### src/rtl/board_shift_tx_if.sv
// rtl/board_shift_tx_if.sv - serial bus to a 74HC595-style LED shift-register chain
interface board_shift_tx_if;
    logic sr_data;
    logic sr_clk;
    logic sr_latch;

    modport master (output sr_data, output sr_clk, output sr_latch);
    modport slave  (input  sr_data, input  sr_clk, input  sr_latch);
endinterface

### src/rtl/board_shift_tx.sv
// rtl/board_shift_tx.sv - streams the encoded 4x4 board as a 32-bit frame to the LED chain
module board_shift_tx #(
    parameter int CLK_DIV    = 4,
    parameter int GAP_CYCLES = 16
) (
    input  logic                    clk,
    input  logic                    reset,
    input  logic                    enable,
    input  logic [15:0]             game_board,
    input  logic [15:0]             player_cells,
    board_shift_tx_if.master        sr,
    output logic                    busy,
    output logic                    frame_done
);

    localparam int MAX_DIV = (CLK_DIV > GAP_CYCLES) ? CLK_DIV : GAP_CYCLES;
    localparam int DW      = $clog2(MAX_DIV) + 1;
    localparam logic [DW-1:0] DIV_LAST = DW'(CLK_DIV - 1);
    localparam logic [DW-1:0] GAP_LAST = DW'(GAP_CYCLES - 1);

    typedef enum logic [2:0] {IDLE, LOAD, SHIFT_LO, SHIFT_HI, LATCH, GAP} state_t;

    state_t        state;
    state_t        state_nxt;
    logic [31:0]   word;
    logic [4:0]    bit_cnt;
    logic [DW-1:0] div;
    logic          div_last;
    logic          gap_last;

    // Red bit marks player 1, green bit marks player 2; empty cells stay dark.
    function automatic logic [31:0] encode(input logic [15:0] occ, input logic [15:0] owner);
        logic [31:0] w;
        w = '0;
        for (int i = 0; i < 16; i++) begin
            w[2*i+1] = occ[i] & ~owner[i];
            w[2*i]   = occ[i] &  owner[i];
        end
        return w;
    endfunction

    assign div_last = (div == DIV_LAST);
    assign gap_last = (div == GAP_LAST);

    always_ff @(posedge clk) begin
        if (reset) begin
            state <= IDLE;
        end else begin
            state <= state_nxt;
        end
    end

    always_ff @(posedge clk) begin
        if (reset) begin
            word    <= '0;
            bit_cnt <= '0;
            div     <= '0;
        end else begin
            case (state)
                LOAD: begin
                    word    <= encode(game_board, player_cells);
                    bit_cnt <= 5'd31;
                    div     <= '0;
                end
                SHIFT_LO, LATCH: div <= div_last ? '0 : div + 1'b1;
                SHIFT_HI: begin
                    if (div_last) begin
                        div <= '0;
                        if (bit_cnt != 5'd0) begin
                            bit_cnt <= bit_cnt - 5'd1;
                        end
                    end else begin
                        div <= div + 1'b1;
                    end
                end
                GAP:     div <= gap_last ? '0 : div + 1'b1;
                default: div <= '0;
            endcase
        end
    end

    always_comb begin
        state_nxt = state;
        case (state)
            IDLE:     if (enable) state_nxt = LOAD;
            LOAD:     state_nxt = SHIFT_LO;
            SHIFT_LO: if (div_last) state_nxt = SHIFT_HI;
            SHIFT_HI: if (div_last) state_nxt = (bit_cnt == 5'd0) ? LATCH : SHIFT_LO;
            LATCH:    if (div_last) state_nxt = GAP;
            GAP:      if (gap_last) state_nxt = enable ? LOAD : IDLE;
            default:  state_nxt = IDLE;
        endcase
    end

    // Data tracks word[bit_cnt] outside IDLE so it only moves when the counter or word does.
    always_comb begin
        sr.sr_data  = 1'b0;
        sr.sr_clk   = 1'b0;
        sr.sr_latch = 1'b0;
        busy        = 1'b0;
        frame_done  = 1'b0;
        case (state)
            LOAD, SHIFT_LO: begin
                busy       = 1'b1;
                sr.sr_data = word[bit_cnt];
            end
            SHIFT_HI: begin
                busy       = 1'b1;
                sr.sr_clk  = 1'b1;
                sr.sr_data = word[bit_cnt];
            end
            LATCH: begin
                busy        = 1'b1;
                sr.sr_latch = 1'b1;
                sr.sr_data  = word[bit_cnt];
            end
            GAP: begin
                frame_done = (div == '0);
                sr.sr_data = word[bit_cnt];
            end
            default: ;
        endcase
    end

endmodule

### src/flat_wrapper.sv
// flat-port wrapper written by rule: the top's interface ports become plain ports
module board_shift_tx_flat 
#(
    parameter int CLK_DIV    = 4,
    parameter int GAP_CYCLES = 16
)
  (clk, reset, enable, game_board, player_cells, busy, frame_done, sr_sr_data, sr_sr_clk, sr_sr_latch);
  board_shift_tx_if sr_i ();
  input  logic clk;
  input  logic reset;
  input  logic enable;
  input  logic [15:0] game_board;
  input  logic [15:0] player_cells;
  output logic busy;
  output logic frame_done;
  output wire logic [$bits(sr_i.sr_data)-1:0] sr_sr_data;
  output wire logic [$bits(sr_i.sr_clk)-1:0] sr_sr_clk;
  output wire logic [$bits(sr_i.sr_latch)-1:0] sr_sr_latch;
  assign sr_sr_data = sr_i.sr_data;
  assign sr_sr_clk = sr_i.sr_clk;
  assign sr_sr_latch = sr_i.sr_latch;
  board_shift_tx #(.CLK_DIV(CLK_DIV), .GAP_CYCLES(GAP_CYCLES)) u_core (.clk(clk), .reset(reset), .enable(enable), .game_board(game_board), .player_cells(player_cells), .sr(sr_i), .busy(busy), .frame_done(frame_done));
endmodule
### config.mk
export PLATFORM = sky130hd
export DESIGN_NAME = board_shift_tx_flat
export DESIGN_NICKNAME = d
export VERILOG_FILES = /design/src/rtl/board_shift_tx_if.sv /design/src/rtl/board_shift_tx.sv /design/src/flat_wrapper.sv
export SDC_FILE = /design/constraint.sdc
export NUM_CORES = 1
export LEC_CHECK = 0
export CORE_MARGIN = 4
export CORE_UTILIZATION = 59
export CTS_BUF_LIST = sky130_fd_sc_hd__clkbuf_2
export DETAILED_ROUTE_END_ITERATION = 7
export DONT_BUFFER_PORTS = 1
export GPL_TIMING_DRIVEN = 1
export PLACE_DENSITY = 0.78
export SLEW_MARGIN = 20
export SYNTH_ARGS = -nofsm -noshare
export SYNTH_HDL_FRONTEND = slang
export SYNTH_SLANG_ARGS = --single-unit
### constraint.sdc
create_clock -name clk -period 2 [get_ports clk]
set_input_delay 0.2 -clock clk [delete_from_list [all_inputs] [get_ports clk]]
set_output_delay 0.2 -clock clk [all_outputs]
set_load 0.05 [all_outputs]
# ---- Word level (Yosys, flattened, before mapping)
# Cells that the tools add are included.
dict set report word_totals {
  reg_bits 45
  elab_cells 99
}
dict set report op_classes {
  add_sub_neg 2
  order_cmp 1
  n_eq_ne 13
  n_mux 21
  bitwise_logic 48
  reduce_logical 10
}
# operator count
set ops {}
lappend ops {{$and A1 B1 Y1} 32}
lappend ops {{$mux W5} 4}
lappend ops {{$pmux W5 S2} 2}
lappend ops {{$mux W3} 6}
lappend ops {{$pmux W3 S6} 1}
lappend ops {{$not A1 Y1} 16}
lappend ops {{$logic_not A5 Y1} 2}
lappend ops {{$ne A2 B1 Y1 const B} 5}
lappend ops {{$mux W1} 7}
lappend ops {{$eq A3 B2 Y1 const B} 2}
lappend ops {{$eq A3 B3 Y1 const B} 2}
lappend ops {{$lt A5 B6 Y1 const B} 1}
lappend ops {{$add A5 B1 Y5 const B} 1}
lappend ops {{$bmux W1 S5} 1}
lappend ops {{$eq A5 B2 Y1 const B} 1}
lappend ops {{$eq A5 B4 Y1 const B} 1}
lappend ops {{$reduce_and A5 Y1} 1}
lappend ops {{$reduce_bool A5 Y1} 1}
lappend ops {{$reduce_or A5 Y1} 1}
lappend ops {{$sub A5 B1 Y5 const B} 1}
lappend ops {{$reduce_or A4 Y1} 1}
lappend ops {{$eq A3 B1 Y1 const B} 1}
lappend ops {{$logic_not A3 Y1} 1}
lappend ops {{$reduce_and A3 Y1} 1}
lappend ops {{3 further kinds} 3}

# ---- Depth between registers and ports, before layout
dict set report depth {
  ltp_word 4
  ltp_mapped 8
}

# ---- Worst setup path after synthesis
# Ideal clock, no wire load.
dict set report synth_path {
  path_type {register -> output}
  startpoint {reg u_core.state[2]}
  endpoint {out frame_done}
  arrival_time_ns 2.279
  t_required_ns 1.800
  slack_ns -0.479
  path_stages_with_launch 5
  path_buffers 1
  path_cell_list {dfxtp_1 clkbuf_8 nor2b_1 nand3_1 nor4_1}
}
dict set report synth_via {
  elab_chain_cells 2
}
# element line
set synth_lines {}
lappend synth_lines {{from (decl)} board_shift_tx.sv:23} ;# state_t state;
lappend synth_lines {{from (signal assigned)} board_shift_tx.sv:49} ;# state <= state_nxt;
lappend synth_lines {{$eq A3 B3 Y1} board_shift_tx.sv:102} ;# case (state)
lappend synth_lines {{$mux W1} board_shift_tx.sv:102}
lappend synth_lines {{to (decl)} flat_wrapper.sv:15} ;# output logic frame_done;
# Every way passes these cells.

# ---- Final worst setup path
dict set report layout_path {
  startpoint {reg u_core.bit_cnt[0]}
  endpoint {out sr_sr_data}
}
dict set report layout_via {
  elab_chain_cells 3
}
# element line
set layout_lines {}
lappend layout_lines {{from (decl)} board_shift_tx.sv:26} ;# logic [4:0] bit_cnt;
lappend layout_lines {{from (signal assigned)} board_shift_tx.sv:70} ;# bit_cnt <= bit_cnt - 5'd1;
lappend layout_lines {{$bmux W1 S5} n/a}
lappend layout_lines {{$mux W1 (implied by the code)} n/a}
lappend layout_lines {{$mux W1} n/a}
lappend layout_lines {{to (decl)} flat_wrapper.sv:16} ;# output wire logic [$bits(sr_i.sr_data)-1:0] sr_sr_data;
# Every way passes these cells. The select of a mux whose other input is x is not followed.

==> impl_metrics.csv <==
group,metric,value,unit
routing,dr.pass1.iters,4,
cts,clk_path_buf_depth,2,
floorplan,fp.dieW,70.20,µm
finish,diodes,0,
global_route,grt_antenna_before_repair,0,
synthesis,ys_seq_area_share,39.47,%
placement,dp_cells,307,
synthesis,ys_ff_latch,45,
floorplan,die_height,70.20,µm
routing,ant_nets,0,
pwr,p_leak,0.9943,nW
finish,final_cell_mix,"48 x dlygate4sd3_1, 41 x dfxtp_1, 40 x a21oi_1",
finish,fin_cells,364,
sta,fmax,404.5,MHz
setup_path,end_kind,"output pin",
floorplan,io-pin-count,40,
global_route,grt_pass1_vias,2100,
worst_hold_path,min_delay_path_depth,2,
setup_path,crit_arrival,2.27,ns
synthesis,syn_area,2282,µm²
pwr,total_power,1.924,mW
synthesis,synthTopCellsByArea,"dfxtp_1 39%, a21oi_1 8.8%, mux4_2 6.9%",
placement,gp_congestion,0.8271,
worst_hold_path,hp-class,"in2reg",
synthesis,synth_top_cell_by_area,"dfxtp_1",
routing,vias_per_cell,5.931,
routing,drt_iter0_markers,187,
sta,setup_tns,-0.4719,ns
finish,nets,355,
sta,timing.slew.headroom,62.06,%
synthesis,synth_edf_count,0,
floorplan,die_area,4927,µm²
finish,final_common_cell,"dlygate4sd3_1",
pwr,peakVddDrop,0.4452,mV
synthesis,ys_async_sr_fraction,0,%
finish,area_delta_synth_final,29.06,%
global_route,grt_usage,24.13,%
cts,postCtsSetupRepairBufs,0,
cts,clk_pin_slew,0.24,ns
sta,setup_viol,1,
outcome,status,"finished, violations left",
global_route,grt_pass1_wl,9742,µm
sta,fin_ws,-0.4719,ns
sta,final_max_slew_viol_count,0,
global_route,grt_max_degree,43,
cts,clock_latency,0.40,ns
synthesis,synth_top_area_share,39.47,%
setup_path,critPathKind,"reg2out",
global_route,grt_overflow,0,
synthesis,syn-num-nets,303,
floorplan,start_util,61.87,%
cts,cts_buffers,5,
setup_path,startpoint_type,"flop",
synthesis,synth_top_flop_cell,"dfxtp_1",
routing,wl_per_cell,16.20,µm
sta,final-hold-violation-count,0,
finish,fin_util,79.85,%
synthesis,syn_inst,263,
setup_path,ff2ff_path_depth,7,
routing,drc,0,
floorplan,rows,22,
setup_path,path_max_fanout,2,
floorplan,coreArea,3689,µm²
synthesis,ys_warn_count,0,
sta,worstMarginPinSlew,0.5647,ns
pwr,powerDensity,653.3,nW/µm²
cts,cts.sinks,45,
outcome,violations,"setup timing",
routing,vias,2159,
sta,rsz0062_at_grt,"true",
sta,skew,0.01846,ns
synthesis,yosysUniqueCellTypes,45,
placement,io_buffer_count,0,
synthesis,avgSynthCellArea,8.678,µm²
cts,cts_tree,"yes",
cts,h-tree-depth,2,
sta,fin_crit_sh,123.6,%
sta,layout_min_cycle_time,2.472,ns
flow_run,cap_violations,0,
setup_path,cp_data_required_time,1.80,ns
placement,dp_hpwl,3323,µm
cts,cts-root-buf,"clkbuf_2",
finish,drive_gt1_share,14.24,%
routing,finalWirelength,5895,µm
==> registers in the layout (all words and copies together) (netlist names) <==
| name | count |
|---|---|
| u_core.bit_cnt | 5 |
| u_core.word | 32 |
| u_core.state | 3 |
| u_core.div | 5 |
==> routing by layer <==
| metal | up-vias | wire length [µm] | track usage, % |
|---|---|---|---|
| li1 | 1045 | - | - |
| met1 | 1030 | 2430 | 31.77 |
| met3 | 8 | 311 | 4.317 |
| met4 | 0 | 76 | 6.809 |
| met2 | 76 | 3075 | 40.50 |
| met5 | - | 0 | 0 |
==> critical path, cell delays in order, from the launching register on <==
cell and delay, ns:
dfxtp_2 0.38, mux4_2 0.49, and3_4 0.16, or4_1 0.39
o211a_1 0.29, buf_12 0.16
==> final cells by class <==
class | count | area [µm²]
Sequential cell | 45 | 905.9
Tap cell | 48 | 60.06
Clock inverter | 3 | 17.52
Inverter | 9 | 33.78
Fill cell | 243 | 743.2
Timing Repair Buffer | 65 | 640.6
Multi-Input combinational cell | 189 | 1262
Clock buffer | 5 | 25.02
==> cell usage after synthesis, types with 2 or more instances <==
| cell type | n |
|---|---|
| nor3b_1 | 2 |
| a21oi_1 | 40 |
| inv_1 | 9 |
| mux4_2 | 7 |
| nor3_1 | 5 |
| nand2_1 | 39 |
| xor2_1 | 2 |
| nor2_1 | 12 |
| clkbuf_8 | 4 |
| clkbuf_1 | 11 |
| o21ai_0 | 2 |
| and3_1 | 2 |
| nand3b_1 | 16 |
| nor4_1 | 3 |
| a211oi_1 | 3 |
| dfxtp_1 | 45 |
| or4_1 | 2 |
| nand3_1 | 22 |
| o221ai_1 | 2 |
| ha_1 | 5 |
| nand4_1 | 2 |
| or4b_1 | 2 |
| mux2i_1 | 3 |
| nor2b_1 | 2 |
==> power breakdown <==
group | internal (mW) | switching, mW
registers | 0.955 | 0.0601
logic | 0.250 | 0.282
clock network | 0.0817 | 0.296
total | 1.29 | 0.638
==> final timing paths <==
path / slack (ns) / endpoint / startpoint
hold reg to reg: 0.47 / u_core.word[7]$_SDFFE_PP0P_ / u_core.word[7]$_SDFFE_PP0P_
hold / removal: 0.06 / u_core.state[0]$_SDFFE_PP0P_ / reset
setup / recovery: -0.47 / sr_sr_data / u_core.bit_cnt[0]$_SDFFE_PP0P_
setup reg to reg: 0.05 / u_core.bit_cnt[3]$_SDFFE_PP0P_ / u_core.bit_cnt[0]$_SDFFE_PP0P_
==> kinds of logic after synthesis <==
family / count (synthesis) / synth area share, %
flops: 45 / 39.47
fa+ha+maj: 5 / 2.741
simple gates: 114 / 26.64
mux: 10 / 8.224
compound gates: 57 / 14.64
xor+xnor: 3 / 1.152
buf+inv: 29 / 7.126
==> per-stage QoR <==
stage                     cell area [µm²]  worst slack, ns  hold slack [ns]
after floorplan                      2293          0.02770           0.3519
after global placement               2364         -0.02524           0.2741
after detailed placement             2364         -0.04846           0.2771
after CTS                            2909          -0.4841          0.04918
after global routing                 2945          -0.5354          0.04272
final                                2945          -0.4719          0.05927
==> timing repair <==
action / in CTS / in global routing
pin swaps: 1 / 3
gates resized for setup: 2 / 11
hold endpoints to repair: 45 / 0
hold buffers: 49 / 0
endpoints found under the setup margin: 2 / 21
Power figures use the tool's default switching activity.
==> patch: new RTL, same settings <==
`CLK_DIV` is set to 4 in 2 places; all go to 2.
--- a/src/rtl/board_shift_tx.sv
+++ b/src/rtl/board_shift_tx.sv
@@ -1,6 +1,6 @@
 // rtl/board_shift_tx.sv - streams the encoded 4x4 board as a 32-bit frame to the LED chain
 module board_shift_tx #(
-    parameter int CLK_DIV    = 4,
+    parameter int CLK_DIV    = 2,
     parameter int GAP_CYCLES = 16
 ) (
     input  logic                    clk,
--- a/src/flat_wrapper.sv
+++ b/src/flat_wrapper.sv
@@ -1,7 +1,7 @@
 // flat-port wrapper written by rule: the top's interface ports become plain ports
 module board_shift_tx_flat 
 #(
-    parameter int CLK_DIV    = 4,
+    parameter int CLK_DIV    = 2,
     parameter int GAP_CYCLES = 16
 )
   (clk, reset, enable, game_board, player_cells, busy, frame_done, sr_sr_data, sr_sr_clk, sr_sr_latch);
Check against the original RTL: not equivalent (Yosys sat finds a counterexample within 10 cycles, from zero or initial values and one cycle with reset high).
==> patch against the unedited design <==
- the run still ends with negative setup slack left
- area after synthesis shrank 1.5%
- wire length shrank 8.0%
- final area is 6.5% lower
- setup slack improved by 0.091 ns
- total power decreased by 2.8%
- global-route usage decreased by 1.2 points
- die area fell by 1.4%
- non-clock buffer count shrank 19
- sequential cell count unchanged
==> patch: results (changes against the unedited design) <==
- Outcome: complete, but fails checks
- Violated checks: negative setup slack
- Post-synthesis compound-gate area fraction: 0.1487 (+0.002282)
- Fill cell count: 285 (+17%)
- Share of layout cells above drive strength 1: 0.1313 (-0.01109)
- IO buf count: 0 (unchanged)
- Clock Skew: 0.01703 ns (-0.001437 ns)
- CTS root buf: clkbuf_2
- Hold depth: 2 (unchanged)
- Post-Syn Nets: 305 (+0.66%)
- Routed vias/inst: 5.954 (+0.38%)
- RD Place Congestion: 0.8057 (-2.6%)
- Sequential area share after synthesis: 0.4009 (+0.006154)
- Crit path DAT: 2.18 ns (-0.09 ns)
- GRT met3 Usage: 0.06087 (+0.01770)
- Seq. pwr: 1020 uW
- Worst-path clk slew: 0.21 ns (-0.03 ns)
- Top post-synthesis cells by area: dfxtp_1 (40%), a21oi_1 (8.9%), mux4_2 (7.0%), nand2_1 (6.5%), nand3b_1 (5.3%)
- Slew margin rel.: 0.7454 (+0.1248)
- Reg2Reg Depth: 7 (unchanged)
- Internal power: 1260 uW (-2.0%)
- Synth Area in XOR/XNOR: 0.01169 (+0.0001795)
- R2r setup slk: 0.13 ns (+0.08 ns)
- Post-Synth Adder-Cell Area: 0.03341 (+0.005995)
- Largest net degree at the start of global routing: 43 (unchanged)
- Met1 Usage GRT: 0.2606 (-0.05714)
- Synth top cells by count: dfxtp_1 (45), a21oi_1 (40), nand2_1 (39), nand3_1 (22), nand3b_1 (16)
- Synth warnings: 0 (unchanged)
- Detail Placement HPWL: 3327 um (+0.14%)
- DR WL met3: 239 um (-23%)
- LEAKAGE: 0.0009376 uW (-5.7%)
- Maximum vdd drop: 496.5 uV (+12%)
- Initial DRC count: 108 (-42%)
- 1st-pass router iterations: 4 (unchanged)
- Yosys cell types: 43 (-4.4%)
- Final setup vio count: 1 (unchanged)
- Post-Place Cell Area: 0.002345 sq mm (-0.79%)
- Clock latency on the worst-skew pair: 0.40 ns (about the same)
- Final #Nets: 338 (-4.8%)
- Critical Path Start: u_core.bit_cnt[0]$_SDFFE_PP0P_
- Worst-path fanout max: 2 (unchanged)
- First-pass GRT wire length: 9032 um (-7.3%)
- Vias in the first global route: 1967 (-6.3%)
- H-tree depth: 2 (unchanged)
- Met2 Use GR: 0.4227 (+0.01763)
- Total track usage: 0.2289 (-0.01245)
- Worst min path class: input port to flip-flop
- Main combinational cell family by area after synthesis: simple AND/OR/NAND/NOR gates
- DP Worst Slack: -0.05660 ns (-0.008136 ns)
- Multiplexer area fraction after synthesis: 0.08352 (+0.001282)
- TritonCTS buffer count: 5 (unchanged)
- Reg-to-reg endpoint: u_core.bit_cnt[2]$_SDFFE_PP0P_
- WL met2: 2925 um (-4.9%)
- Metal-1 WL: 2209 um (-9.1%)
- Setup ws final: -0.3812 ns (+0.09073 ns)
- WL/cell: 15.72 um (-2.9%)
- P_comb: 512 uW (-3.8%)
patch: per-stage QoR:
stage / util / cells / setup TNS [ns] / power [uW] / hold WS [ns]
final: 0.7519 / 345 / -0.3812 / 1869 / 0.06104
after global placement: 0.6405 / 305 / -0.002936 / 1435 / 0.2748
after floorplan: - / 264 / 0 / 1351 / 0.3519
after CTS: 0.7461 / 345 / -0.4120 / 1863 / 0.03232
after detailed placement: 0.6405 / 305 / -0.05660 / 1447 / 0.2748
after global routing: 0.7519 / 345 / -0.4761 / 1981 / 0.002627
patch: cell type report:
| cell class | count | share of cell area |
|---|---|---|
| clock buffer | 5 | 0.009091 |
| clock inverter | 2 | 0.004091 |
| inverter | 9 | 0.01227 |
| multi-input combinational | 190 | 0.4645 |
| sequential | 45 | 0.3291 |
| tap | 48 | 0.02182 |
| timing repair buffer | 46 | 0.1591 |
patch: critical path: stages (launching register included):
cell     delay [ns]
dfxtp_2        0.38
mux4_2         0.50
and3_4         0.16
or4_4          0.41
o211a_4        0.33
patch: worst min path at each step:
stage | startpoint | to | slack (ns)
6_report | reset | u_core.div[4]$_SDFF_PP0_ | 0.06
5_1_grt | reset | u_core.word[27]$_SDFFE_PP0P_ | 0.003
4_1_cts | reset | u_core.word[21]$_SDFFE_PP0P_ | 0.03
3_5_place_dp | reset | u_core.state[0]$_SDFFE_PP0P_ | 0.27
3_3_place_gp | reset | u_core.state[2]$_SDFFE_PP0P_ | 0.27
2_1_floorplan | game_board[0] | u_core.word[0]$_SDFFE_PP0P_ | 0.35
patch: what timing repair did:
action | in CTS | in global routing
gates cloned | 0 | 0
setup endpoints to repair | 2 | 4
pin swaps | 1 | 2
setup buffers | 0 | 0
resized for setup | 4 | 6
hold buffers | 33 | 0
endpoints found under the hold margin | 45 | 0
